`config.mk`:
```
export PLATFORM = sky130hd
export DESIGN_NAME = id_ex_stage_reg
export DESIGN_NICKNAME = d
export VERILOG_FILES = /design/src/rtl/cpu_pkg.sv /design/src/rtl/load_use_detect.sv /design/src/rtl/id_ex_stage_reg.sv
export SDC_FILE = /design/constraint.sdc
export NUM_CORES = 1
export LEC_CHECK = 0
export BUFFER_PORTS_ARGS = -buffer_cell sky130_fd_sc_hd__buf_2
export CAP_MARGIN = 20
export CORE_ASPECT_RATIO = 0.6
export CORE_UTILIZATION = 43
export CTS_CLUSTER_SIZE = 20
export DETAILED_ROUTE_END_ITERATION = 6
export GPL_TIMING_DRIVEN = 0
export PLACE_DENSITY_LB_ADDON = 0.15
export RECOVER_POWER = 100
export REMOVE_ABC_BUFFERS = 1
export SETUP_SLACK_MARGIN = 0.02
export SLEW_MARGIN = 20
export SYNTH_ARGS = -nofsm -noshare
export SYNTH_HDL_FRONTEND = slang
export SYNTH_SLANG_ARGS = --single-unit
export TNS_END_PERCENT = 50
```
`constraint.sdc`:
```
create_clock -name clk_i -period 1.9 [get_ports clk_i]
set_input_delay 0.19 -clock clk_i [delete_from_list [all_inputs] [get_ports clk_i]]
set_output_delay 0.19 -clock clk_i [all_outputs]
set_load 0.005 [all_outputs]
```
`src/rtl/cpu_pkg.sv`:
```
// Shared CPU pipeline types: widths, decoded control bundle and its bubble value.
// Imported by the ID/EX register and the load-use detector.
package cpu_pkg;

  localparam int DATA_W   = 32;
  localparam int REG_AW   = 5;
  localparam int ALU_OP_W = 4;

  typedef struct packed {
    logic                reg_write;
    logic [ALU_OP_W-1:0] alu_op;
    logic                alu_src;
    logic                reg_dst;
    logic                branch;
    logic                jump_n;
    logic                mem_read;
    logic                mem_write;
    logic                mem_to_reg;
  } ctrl_t;

  // A bubble must never write state; jump_n and mem_to_reg idle high.
  localparam ctrl_t BUBBLE_CTRL = '{
    reg_write:  1'b0,
    alu_op:     '0,
    alu_src:    1'b0,
    reg_dst:    1'b0,
    branch:     1'b0,
    jump_n:     1'b1,
    mem_read:   1'b0,
    mem_write:  1'b0,
    mem_to_reg: 1'b1
  };

  function automatic ctrl_t pack_ctrl(
    input logic                reg_write,
    input logic [ALU_OP_W-1:0] alu_op,
    input logic                alu_src,
    input logic                reg_dst,
    input logic                branch,
    input logic                jump_n,
    input logic                mem_read,
    input logic                mem_write,
    input logic                mem_to_reg
  );
    ctrl_t c;
    c.reg_write  = reg_write;
    c.alu_op     = alu_op;
    c.alu_src    = alu_src;
    c.reg_dst    = reg_dst;
    c.branch     = branch;
    c.jump_n     = jump_n;
    c.mem_read   = mem_read;
    c.mem_write  = mem_write;
    c.mem_to_reg = mem_to_reg;
    return c;
  endfunction

endpackage

```
`src/rtl/load_use_detect.sv`:
```
// Load-use hazard detector: purely combinational, zero latency.
// A load in EX whose destination is read by the instruction in ID; r0 never hazards.
module load_use_detect
  import cpu_pkg::*;
#(
  parameter int AW = REG_AW
) (
  input  logic          ex_valid_i,
  input  logic          ex_mem_read_i,
  input  logic [AW-1:0] ex_rt_i,
  input  logic          id_valid_i,
  input  logic [AW-1:0] id_rs_i,
  input  logic [AW-1:0] id_rt_i,
  input  logic          id_uses_rt_i,
  output logic          hazard_o
);

  logic rs_match;
  logic rt_match;

  always_comb begin
    rs_match = (ex_rt_i == id_rs_i);
    rt_match = id_uses_rt_i && (ex_rt_i == id_rt_i);
    hazard_o = ex_valid_i && ex_mem_read_i && (ex_rt_i != '0) && id_valid_i
               && (rs_match || rt_match);
  end

endmodule

```
`src/rtl/id_ex_stage_reg.sv`:
```
// ID/EX pipeline register with load-use stall/bubble, flush and global hold; 1-cycle latency.
// Optional perf counters under IDEX_PERF_CNT_EN; stall_o asks IF/ID and PC to hold.
module id_ex_stage_reg
  import cpu_pkg::*;
(
  input  logic                clk_i,
  input  logic                rst_i,
  input  logic                hold_i,
  input  logic                flush_i,
  input  logic                id_valid_i,
  input  logic                id_reg_write_i,
  input  logic [ALU_OP_W-1:0] id_alu_op_i,
  input  logic                id_alu_src_i,
  input  logic                id_reg_dst_i,
  input  logic                id_branch_i,
  input  logic                id_jump_n_i,
  input  logic                id_mem_read_i,
  input  logic                id_mem_write_i,
  input  logic                id_mem_to_reg_i,
  input  logic [DATA_W-1:0]   id_pc4_i,
  input  logic [DATA_W-1:0]   id_rs_data_i,
  input  logic [DATA_W-1:0]   id_rt_data_i,
  input  logic [DATA_W-1:0]   id_imm_i,
  input  logic [REG_AW-1:0]   id_rs_i,
  input  logic [REG_AW-1:0]   id_rt_i,
  input  logic [REG_AW-1:0]   id_rd_i,
  input  logic                id_uses_rt_i,
  output logic                ex_valid_o,
  output logic                ex_reg_write_o,
  output logic [ALU_OP_W-1:0] ex_alu_op_o,
  output logic                ex_alu_src_o,
  output logic                ex_reg_dst_o,
  output logic                ex_branch_o,
  output logic                ex_jump_n_o,
  output logic                ex_mem_read_o,
  output logic                ex_mem_write_o,
  output logic                ex_mem_to_reg_o,
  output logic [DATA_W-1:0]   ex_pc4_o,
  output logic [DATA_W-1:0]   ex_rs_data_o,
  output logic [DATA_W-1:0]   ex_rt_data_o,
  output logic [DATA_W-1:0]   ex_imm_o,
  output logic [REG_AW-1:0]   ex_rs_o,
  output logic [REG_AW-1:0]   ex_rt_o,
  output logic [REG_AW-1:0]   ex_rd_o,
  output logic                ex_uses_rt_o,
`ifdef IDEX_PERF_CNT_EN
  output logic [15:0]         bubble_cnt_o,
  output logic [15:0]         flush_cnt_o,
`endif
  output logic                stall_o
);

  ctrl_t              ctrl_q, ctrl_d, id_ctrl;
  logic               valid_q, valid_d;
  logic [DATA_W-1:0]  pc4_q, pc4_d;
  logic [DATA_W-1:0]  rs_data_q, rs_data_d;
  logic [DATA_W-1:0]  rt_data_q, rt_data_d;
  logic [DATA_W-1:0]  imm_q, imm_d;
  logic [REG_AW-1:0]  rs_q, rs_d;
  logic [REG_AW-1:0]  rt_q, rt_d;
  logic [REG_AW-1:0]  rd_q, rd_d;
  logic               uses_rt_q, uses_rt_d;
  logic               hazard;
  logic               load_bubble;

  load_use_detect #(.AW(REG_AW)) u_load_use_detect (
    .ex_valid_i    (valid_q),
    .ex_mem_read_i (ctrl_q.mem_read),
    .ex_rt_i       (rt_q),
    .id_valid_i    (id_valid_i),
    .id_rs_i       (id_rs_i),
    .id_rt_i       (id_rt_i),
    .id_uses_rt_i  (id_uses_rt_i),
    .hazard_o      (hazard)
  );

  assign id_ctrl = pack_ctrl(id_reg_write_i, id_alu_op_i, id_alu_src_i, id_reg_dst_i,
                             id_branch_i, id_jump_n_i, id_mem_read_i, id_mem_write_i,
                             id_mem_to_reg_i);

  // Flush and hazard both squash the slot; flush outranks hold.
  assign load_bubble = flush_i || (!hold_i && hazard);
  assign stall_o     = hazard && !flush_i && !hold_i;

  always_comb begin
    ctrl_d    = ctrl_q;
    valid_d   = valid_q;
    pc4_d     = pc4_q;
    rs_data_d = rs_data_q;
    rt_data_d = rt_data_q;
    imm_d     = imm_q;
    rs_d      = rs_q;
    rt_d      = rt_q;
    rd_d      = rd_q;
    uses_rt_d = uses_rt_q;
    if (load_bubble) begin
      ctrl_d    = BUBBLE_CTRL;
      valid_d   = 1'b0;
      pc4_d     = '0;
      rs_data_d = '0;
      rt_data_d = '0;
      imm_d     = '0;
      rs_d      = '0;
      rt_d      = '0;
      rd_d      = '0;
      uses_rt_d = 1'b0;
    end else if (!hold_i) begin
      ctrl_d    = id_valid_i ? id_ctrl : BUBBLE_CTRL;
      valid_d   = id_valid_i;
      pc4_d     = id_pc4_i;
      rs_data_d = id_rs_data_i;
      rt_data_d = id_rt_data_i;
      imm_d     = id_imm_i;
      rs_d      = id_rs_i;
      rt_d      = id_rt_i;
      rd_d      = id_rd_i;
      uses_rt_d = id_uses_rt_i;
    end
  end

  always_ff @(posedge clk_i or negedge rst_i) begin
    if (!rst_i) begin
      ctrl_q    <= BUBBLE_CTRL;
      valid_q   <= 1'b0;
      pc4_q     <= '0;
      rs_data_q <= '0;
      rt_data_q <= '0;
      imm_q     <= '0;
      rs_q      <= '0;
      rt_q      <= '0;
      rd_q      <= '0;
      uses_rt_q <= 1'b0;
    end else begin
      ctrl_q    <= ctrl_d;
      valid_q   <= valid_d;
      pc4_q     <= pc4_d;
      rs_data_q <= rs_data_d;
      rt_data_q <= rt_data_d;
      imm_q     <= imm_d;
      rs_q      <= rs_d;
      rt_q      <= rt_d;
      rd_q      <= rd_d;
      uses_rt_q <= uses_rt_d;
    end
  end

  assign ex_valid_o      = valid_q;
  assign ex_reg_write_o  = ctrl_q.reg_write;
  assign ex_alu_op_o     = ctrl_q.alu_op;
  assign ex_alu_src_o    = ctrl_q.alu_src;
  assign ex_reg_dst_o    = ctrl_q.reg_dst;
  assign ex_branch_o     = ctrl_q.branch;
  assign ex_jump_n_o     = ctrl_q.jump_n;
  assign ex_mem_read_o   = ctrl_q.mem_read;
  assign ex_mem_write_o  = ctrl_q.mem_write;
  assign ex_mem_to_reg_o = ctrl_q.mem_to_reg;
  assign ex_pc4_o        = pc4_q;
  assign ex_rs_data_o    = rs_data_q;
  assign ex_rt_data_o    = rt_data_q;
  assign ex_imm_o        = imm_q;
  assign ex_rs_o         = rs_q;
  assign ex_rt_o         = rt_q;
  assign ex_rd_o         = rd_q;
  assign ex_uses_rt_o    = uses_rt_q;

`ifdef IDEX_PERF_CNT_EN
  logic [15:0] bubble_cnt_q, bubble_cnt_d;
  logic [15:0] flush_cnt_q, flush_cnt_d;

  always_comb begin
    bubble_cnt_d = bubble_cnt_q;
    flush_cnt_d  = flush_cnt_q;
    if (stall_o && (bubble_cnt_q != 16'hFFFF)) bubble_cnt_d = bubble_cnt_q + 16'd1;
    if (flush_i && (flush_cnt_q != 16'hFFFF))  flush_cnt_d  = flush_cnt_q + 16'd1;
  end

  always_ff @(posedge clk_i or negedge rst_i) begin
    if (!rst_i) begin
      bubble_cnt_q <= '0;
      flush_cnt_q  <= '0;
    end else begin
      bubble_cnt_q <= bubble_cnt_d;
      flush_cnt_q  <= flush_cnt_d;
    end
  end

  assign bubble_cnt_o = bubble_cnt_q;
  assign flush_cnt_o  = flush_cnt_q;
`endif

endmodule

```
Word-level counts from Yosys, hierarchy flattened
Index checks and enable logic that the tools add are counted.
{"block": "classes", "eq_ne": 3, "muxes": 21, "reduce_logical": 13}
{"op": "two-way mux 32 bit", "count": 8}
{"op": "two-way mux 12 bit", "count": 3}
{"op": "two-way mux 5 bit", "count": 6}
{"op": "equality test 5 bit", "count": 2}
{"op": "logical AND 1 bit", "count": 8}
{"op": "nonzero test 5 bit", "count": 1}
{"op": "two-way mux 1 bit", "count": 4}
{"op": "zero test 1 bit", "count": 2}
{"op": "logical OR 1 bit", "count": 2}
{"op": "inequality test 2 x 1 -> 1 bit (second input constant)", "count": 1}
{"block": "word_totals", "register_bits": 157, "output_inout_bits": 158}

Longest topological paths before layout
{"block": "logic_depth", "depth_word": 7, "ltp_mapped": 6}

Modules after synthesis
From an unflattened synthesis, not the netlist that was laid out.
{"block": "hier_totals", "hier_cells": 717, "area_unflattened_um2": 7290.7}
{"mod": "id_ex_stage_reg", "instances": 1, "cells_per_inst": 700, "area_per_inst_um2": 7160.6}
{"mod": "load_use_detect", "instances": 1, "cells_per_inst": 17, "area_per_inst_um2": 130.1}

Worst setup path after synthesis
Ideal clock, no wire load.
{"block": "synth_timing", "path_type": "reg-to-reg", "startpoint": "register rt_q[1] (netlist: ex_rt_o[1])", "endpoint": "register ctrl_q (netlist bit ex_alu_op_o[1])", "setup_time_ps": 94, "arrival_time_ps": 1754, "required_ps": 1806, "setup_slack_ps": 52, "path_stages_with_launch": 6, "path_buffers": 2, "period_less_slack_ps": 1848, "path_cell_list": "dfrtp_1 > or4_4 > o2111a_2 > buf_6 > buf_6 > a221oi_2"}
{"block": "synth_between", "elab_chain_len": 7}
{"item": "from (decl)", "line_no": "id_ex_stage_reg.sv:60", "source": "logic [REG_AW-1:0] rt_q, rt_d;"}
{"item": "from (signal assigned)", "line_no": "id_ex_stage_reg.sv:141", "source": "rt_q <= rt_d;"}
{"item": "equality test 5 bit / nonzero test 5 bit (equally long branches)", "line_no": "load_use_detect.sv:23, load_use_detect.sv:24"}
{"item": "logical AND 1 bit (on tied branches)", "line_no": "load_use_detect.sv:23, load_use_detect.sv:24"}
{"item": "logical OR 1 bit / logical AND 1 bit (equally long branches)", "line_no": "load_use_detect.sv:25, load_use_detect.sv:24"}
{"item": "logical AND 1 bit (*)", "line_no": "load_use_detect.sv:25", "source": "&& (rs_match || rt_match);"}
{"item": "logical AND 1 bit (*)", "line_no": "id_ex_stage_reg.sv:82", "source": "assign load_bubble = flush_i || (!hold_i && hazard);"}
{"item": "logical OR 1 bit (*)", "line_no": "id_ex_stage_reg.sv:82"}
{"item": "inequality test 2 x 1 -> 1 bit (no line) / two-way mux 12 bit (equally long branches)"}
{"item": "to (signal assigned)", "line_no": "id_ex_stage_reg.sv:134", "source": "ctrl_q <= ctrl_d;"}
{"item": "to (decl)", "line_no": "id_ex_stage_reg.sv:53", "source": "ctrl_t ctrl_q, ctrl_d, id_ctrl;"}
Every way passes the cells marked *; elsewhere a longest branch is shown, timed or not.
A chain may end at the register's enable or synchronous reset.

Worst setup path in the final report
{"block": "layout_timing", "startpoint": "register rt_q[1] (netlist: ex_rt_o[1])", "endpoint": "register imm_q[20] (netlist: ex_imm_o[20])"}
{"block": "layout_between", "elab_chain_len": 7}
{"item": "equality test 5 bit / nonzero test 5 bit (equally long branches)", "line_no": "load_use_detect.sv:23, load_use_detect.sv:24"}
{"item": "logical AND 1 bit (on tied branches)", "line_no": "load_use_detect.sv:23, load_use_detect.sv:24"}
{"item": "logical OR 1 bit / logical AND 1 bit (equally long branches)", "line_no": "load_use_detect.sv:25, load_use_detect.sv:24"}
{"item": "logical AND 1 bit (*)", "line_no": "load_use_detect.sv:25"}
{"item": "logical AND 1 bit (*)", "line_no": "id_ex_stage_reg.sv:82"}
{"item": "logical OR 1 bit (*)", "line_no": "id_ex_stage_reg.sv:82"}
{"item": "inequality test 2 x 1 -> 1 bit (no line) / two-way mux 32 bit (equally long branches)"}
{"item": "to (signal assigned)", "line_no": "id_ex_stage_reg.sv:139", "source": "imm_q <= imm_d;"}
{"item": "to (decl)", "line_no": "id_ex_stage_reg.sv:58", "source": "logic [DATA_W-1:0] imm_q, imm_d;"}
Marks and branches as above.

==> metrics.yaml <==
outcome: "complete, but fails checks"
violations: "negative setup slack"
period_minus_slack_ns: 2.070
fillers: 1333
avgRoutedWirePerCell_microns: 20.94
initial_core_util_pct: 44.57
antenna_found_initial: 1
relSlewSlack_pct: 23.85
fin_tns_setup_ns: -13.48
cts-root-buf: "clkbuf_16"
synth-simple-area-share_pct: 2.401
crit_path_start_kind: "register"
ant_nets: 0
max-cap-violations: 0
synth_top_family_by_area: "multiplexers"
cts_max_level: 4
synth_xor_area_share_pct: 1.192
area_growth_pct: 46.36
clk_pin_slew_ns: 0.07
vias: 6224
crit_path_max_incr_delay_ns: 0.58
irDropWorstVdd_mv: 0.3734
drv_slew: 0
hpwl_mm: 14.08
fin_ws_ns: -0.1701
ys_ff_latch: 157
multi_input_area_sq_um: 3431
fin_crit_sh_pct: 109.0
power.leakage_nw: 4.921
synth.avg_cell_area_sq_um: 12.67
crit_top_cell: "buf_12"
rsz0062_at_grt: "true"
power_density_nw_per_um2: 791.0
grt_pass1_vias: 6032
drt_wl_total_mm: 23.78
critPathMaxFanout: 8
io_pins: 319
clk_latency_ns: 0.43
synth-compound-area-share_pct: 17.47
drt_iter0_drc: 406
critical_path_buf_inv_count: 3
yosys.area_share.adder_pct: 0
syn_inst: 580
cp_top_family: "simple AND/OR/NAND/NOR gates"
grt_max_degree: 91
yosysWarnings: 0
portBuffers: 318
muxShareOfSynthArea_pct: 19.62
layout.nets: 1055
arrival_ns: 2.40
end_kind: "register"
crit_chain: "or4_4 -> o2111a_2 -> buf_12 -> buf_12 -> clkbuf_16 -> a211oi_1"
rows: 36
grt_usage_pct: 25.11
cts_tree: "done"
gr-total-overflow: 0
drc: 0
vias_per_cell: 5.479
fmax_ghz: 0.4831
first_pass_iters: 4
die_area_sq_um: 17630
drive_above_1_share_pct: 41.12
yosysUniqueCellTypes: 29
required_ns: 2.23
synth.yosys.seq_area_share_pct: 53.51
cp_slowest_cell: "or4_4"
cts_made_buffers: 17
finalClockSkew_ns: 0.009568
clkSinkCount: 157
gp_congestion: 0.7601
tightest_slew_ns: 1.142
register_area_sq_um: 3935
grt_pass1_wl_mm: 33.47
core_sq_um: 16490
final_hold_viol_count: 0
crit_type: "reg2reg"
finalSetupViolCount: 140
clockBufferDepth: 2
fp.dieH_microns: 103.3
post-place-ws_ns: -0.5532
syn-cell-area_sq_um: 7347
die_x_microns: 170.8
hp-class: "in2reg"
worst paths after layout:
path                           startpoint         endpoint  slack, ns  depth (start not counted)
setup / recovery               ex_rt_o[1]     ex_imm_o[20]      -0.17                          6
min in group asynchronous           rst_i  ex_rt_data_o[9]       0.53                          2
setup reg to reg               ex_rt_o[1]     ex_imm_o[20]      -0.17                          6
max in group asynchronous           rst_i  ex_rs_data_o[9]       0.34                          3
hold / removal             id_mem_write_i   ex_mem_write_o       0.06                          3
hold reg to reg               ex_branch_o      ex_branch_o       0.54                          2
cell usage after synthesis:
cell type,number,share of area (%)
dfrtp_1,155,53
mux2i_1,144,20
a211oi_1,142,15
clkbuf_1,49,2.5
nand2_1,12,0.61
buf_6,10,1.5
nand3b_1,10,1.0
xnor2_1,10,1.2
clkbuf_8,7,1.3
a221oi_1,5,0.60
a221oi_2,5,1.0
a211oi_2,3,0.51
a21oi_1,3,0.20
buf_1,3,0.15
buf_2,3,0.20
dfstp_2,2,0.72
inv_1,2,0.10
nor2_1,2,0.10
nor3b_1,2,0.20
o21ai_0,2,0.14
nand3_1,1,0.068
nand4_1,1,0.085
nor2b_1,1,0.085
nor3_1,1,0.068
o2111a_2,1,0.17
o2111ai_1,1,0.12
o22a_1,1,0.12
o22ai_1,1,0.085
or4_4,1,0.15
layout make-up:
| type | instances | area share [%] |
|---|---|---|
| Antenna cell | 1 | 0.02327 |
| Tap cell | 228 | 2.653 |
| Timing Repair Buffer | 367 | 23.05 |
| Sequential cell | 157 | 36.60 |
| Multi-Input combinational cell | 349 | 31.91 |
| Clock inverter | 15 | 1.745 |
| Inverter | 2 | 0.06982 |
| Clock buffer | 17 | 3.956 |
per-stage QoR:
step | utilization (%) | power (W) | hold slack (ns) | area, sq um | std cells
after global placement | 53.41 | 0.004773 | 0.4831 | 8805 | 1054
after floorplan | - | 0.004097 | -0.1056 | 6928 | 508
after global routing | 65.22 | 0.008849 | 0.04271 | 10750 | 1136
final | 65.22 | 0.008505 | 0.05661 | 10750 | 1136
after detailed placement | 55.73 | 0.004825 | 0.2202 | 9188 | 1068
after CTS | 63.15 | 0.008531 | 0.03003 | 10410 | 1120
layout by cell type (no fill, tap or decap), types with 4 or more instances in the layout:
cell,n
buf_4,8
mux2i_1,144
buf_12,7
dfrtp_1,152
buf_6,5
a221oi_2,5
buf_16,16
a221oi_1,5
xnor2_1,8
a211oi_2,76
clkbuf_16,28
nand2_1,12
a211oi_1,67
buf_2,195
nand3b_1,10
clkbuf_1,119
inv_6,4
layer usage:
metal  global-route usage [%]  vias up  part of all wire (%)
met5                        0        -                     0
met1                    32.14     3123                    42
met3                    8.295       25                   6.8
met4                    8.039        0                   1.4
met2                    40.66      221                    49
li1                         -     2855                     -
repair_timing:
| action | 4_1_cts | 5_1_grt |
|---|---|---|
| gates resized for setup | 63 | 39 |
| buffers inserted | 12 | 3 |
| setup endpoints to repair | 146 | 156 |
| pin swaps | 12 | 64 |
| hold endpoints to repair | 78 | 0 |
| hold buffers | 1 | 0 |
| cloned | 7 | 12 |
worst reg2reg max path, cell delays in order, from the launching register on:
cell       delay (ns)
dfrtp_2          0.40
or4_4            0.58
o2111a_2         0.31
buf_12           0.16
buf_12           0.13
clkbuf_16        0.16
a211oi_1         0.24
state kept, by name, summed over array words and instances, names as in the netlist:
register / cells
ex_uses_rt_o: 1
ex_rt_data_o: 32
ex_reg_write_o: 1
ex_branch_o: 1
ex_rt_o: 5
ex_alu_op_o: 4
ex_imm_o: 32
ex_mem_to_reg_o: 1
ex_pc4_o: 32
ex_valid_o: 1
ex_jump_n_o: 1
ex_rs_data_o: 32
ex_rs_o: 5
ex_mem_write_o: 1
ex_reg_dst_o: 1
ex_rd_o: 5
ex_alu_src_o: 1
ex_mem_read_o: 1
cell families after synthesis:
group | Yosys count
buf+inv | 74
compound gates | 164
simple gates | 31
xor+xnor | 10
mux | 144
flops | 157
where the power goes:
group	internal [W]	switching, W	total, W
clock network	0.00210	0.00151	0.00361
registers	0.00353	0.000115	0.00364
logic	0.000591	0.000667	0.00126
Power figures use the tool's default switching activity.
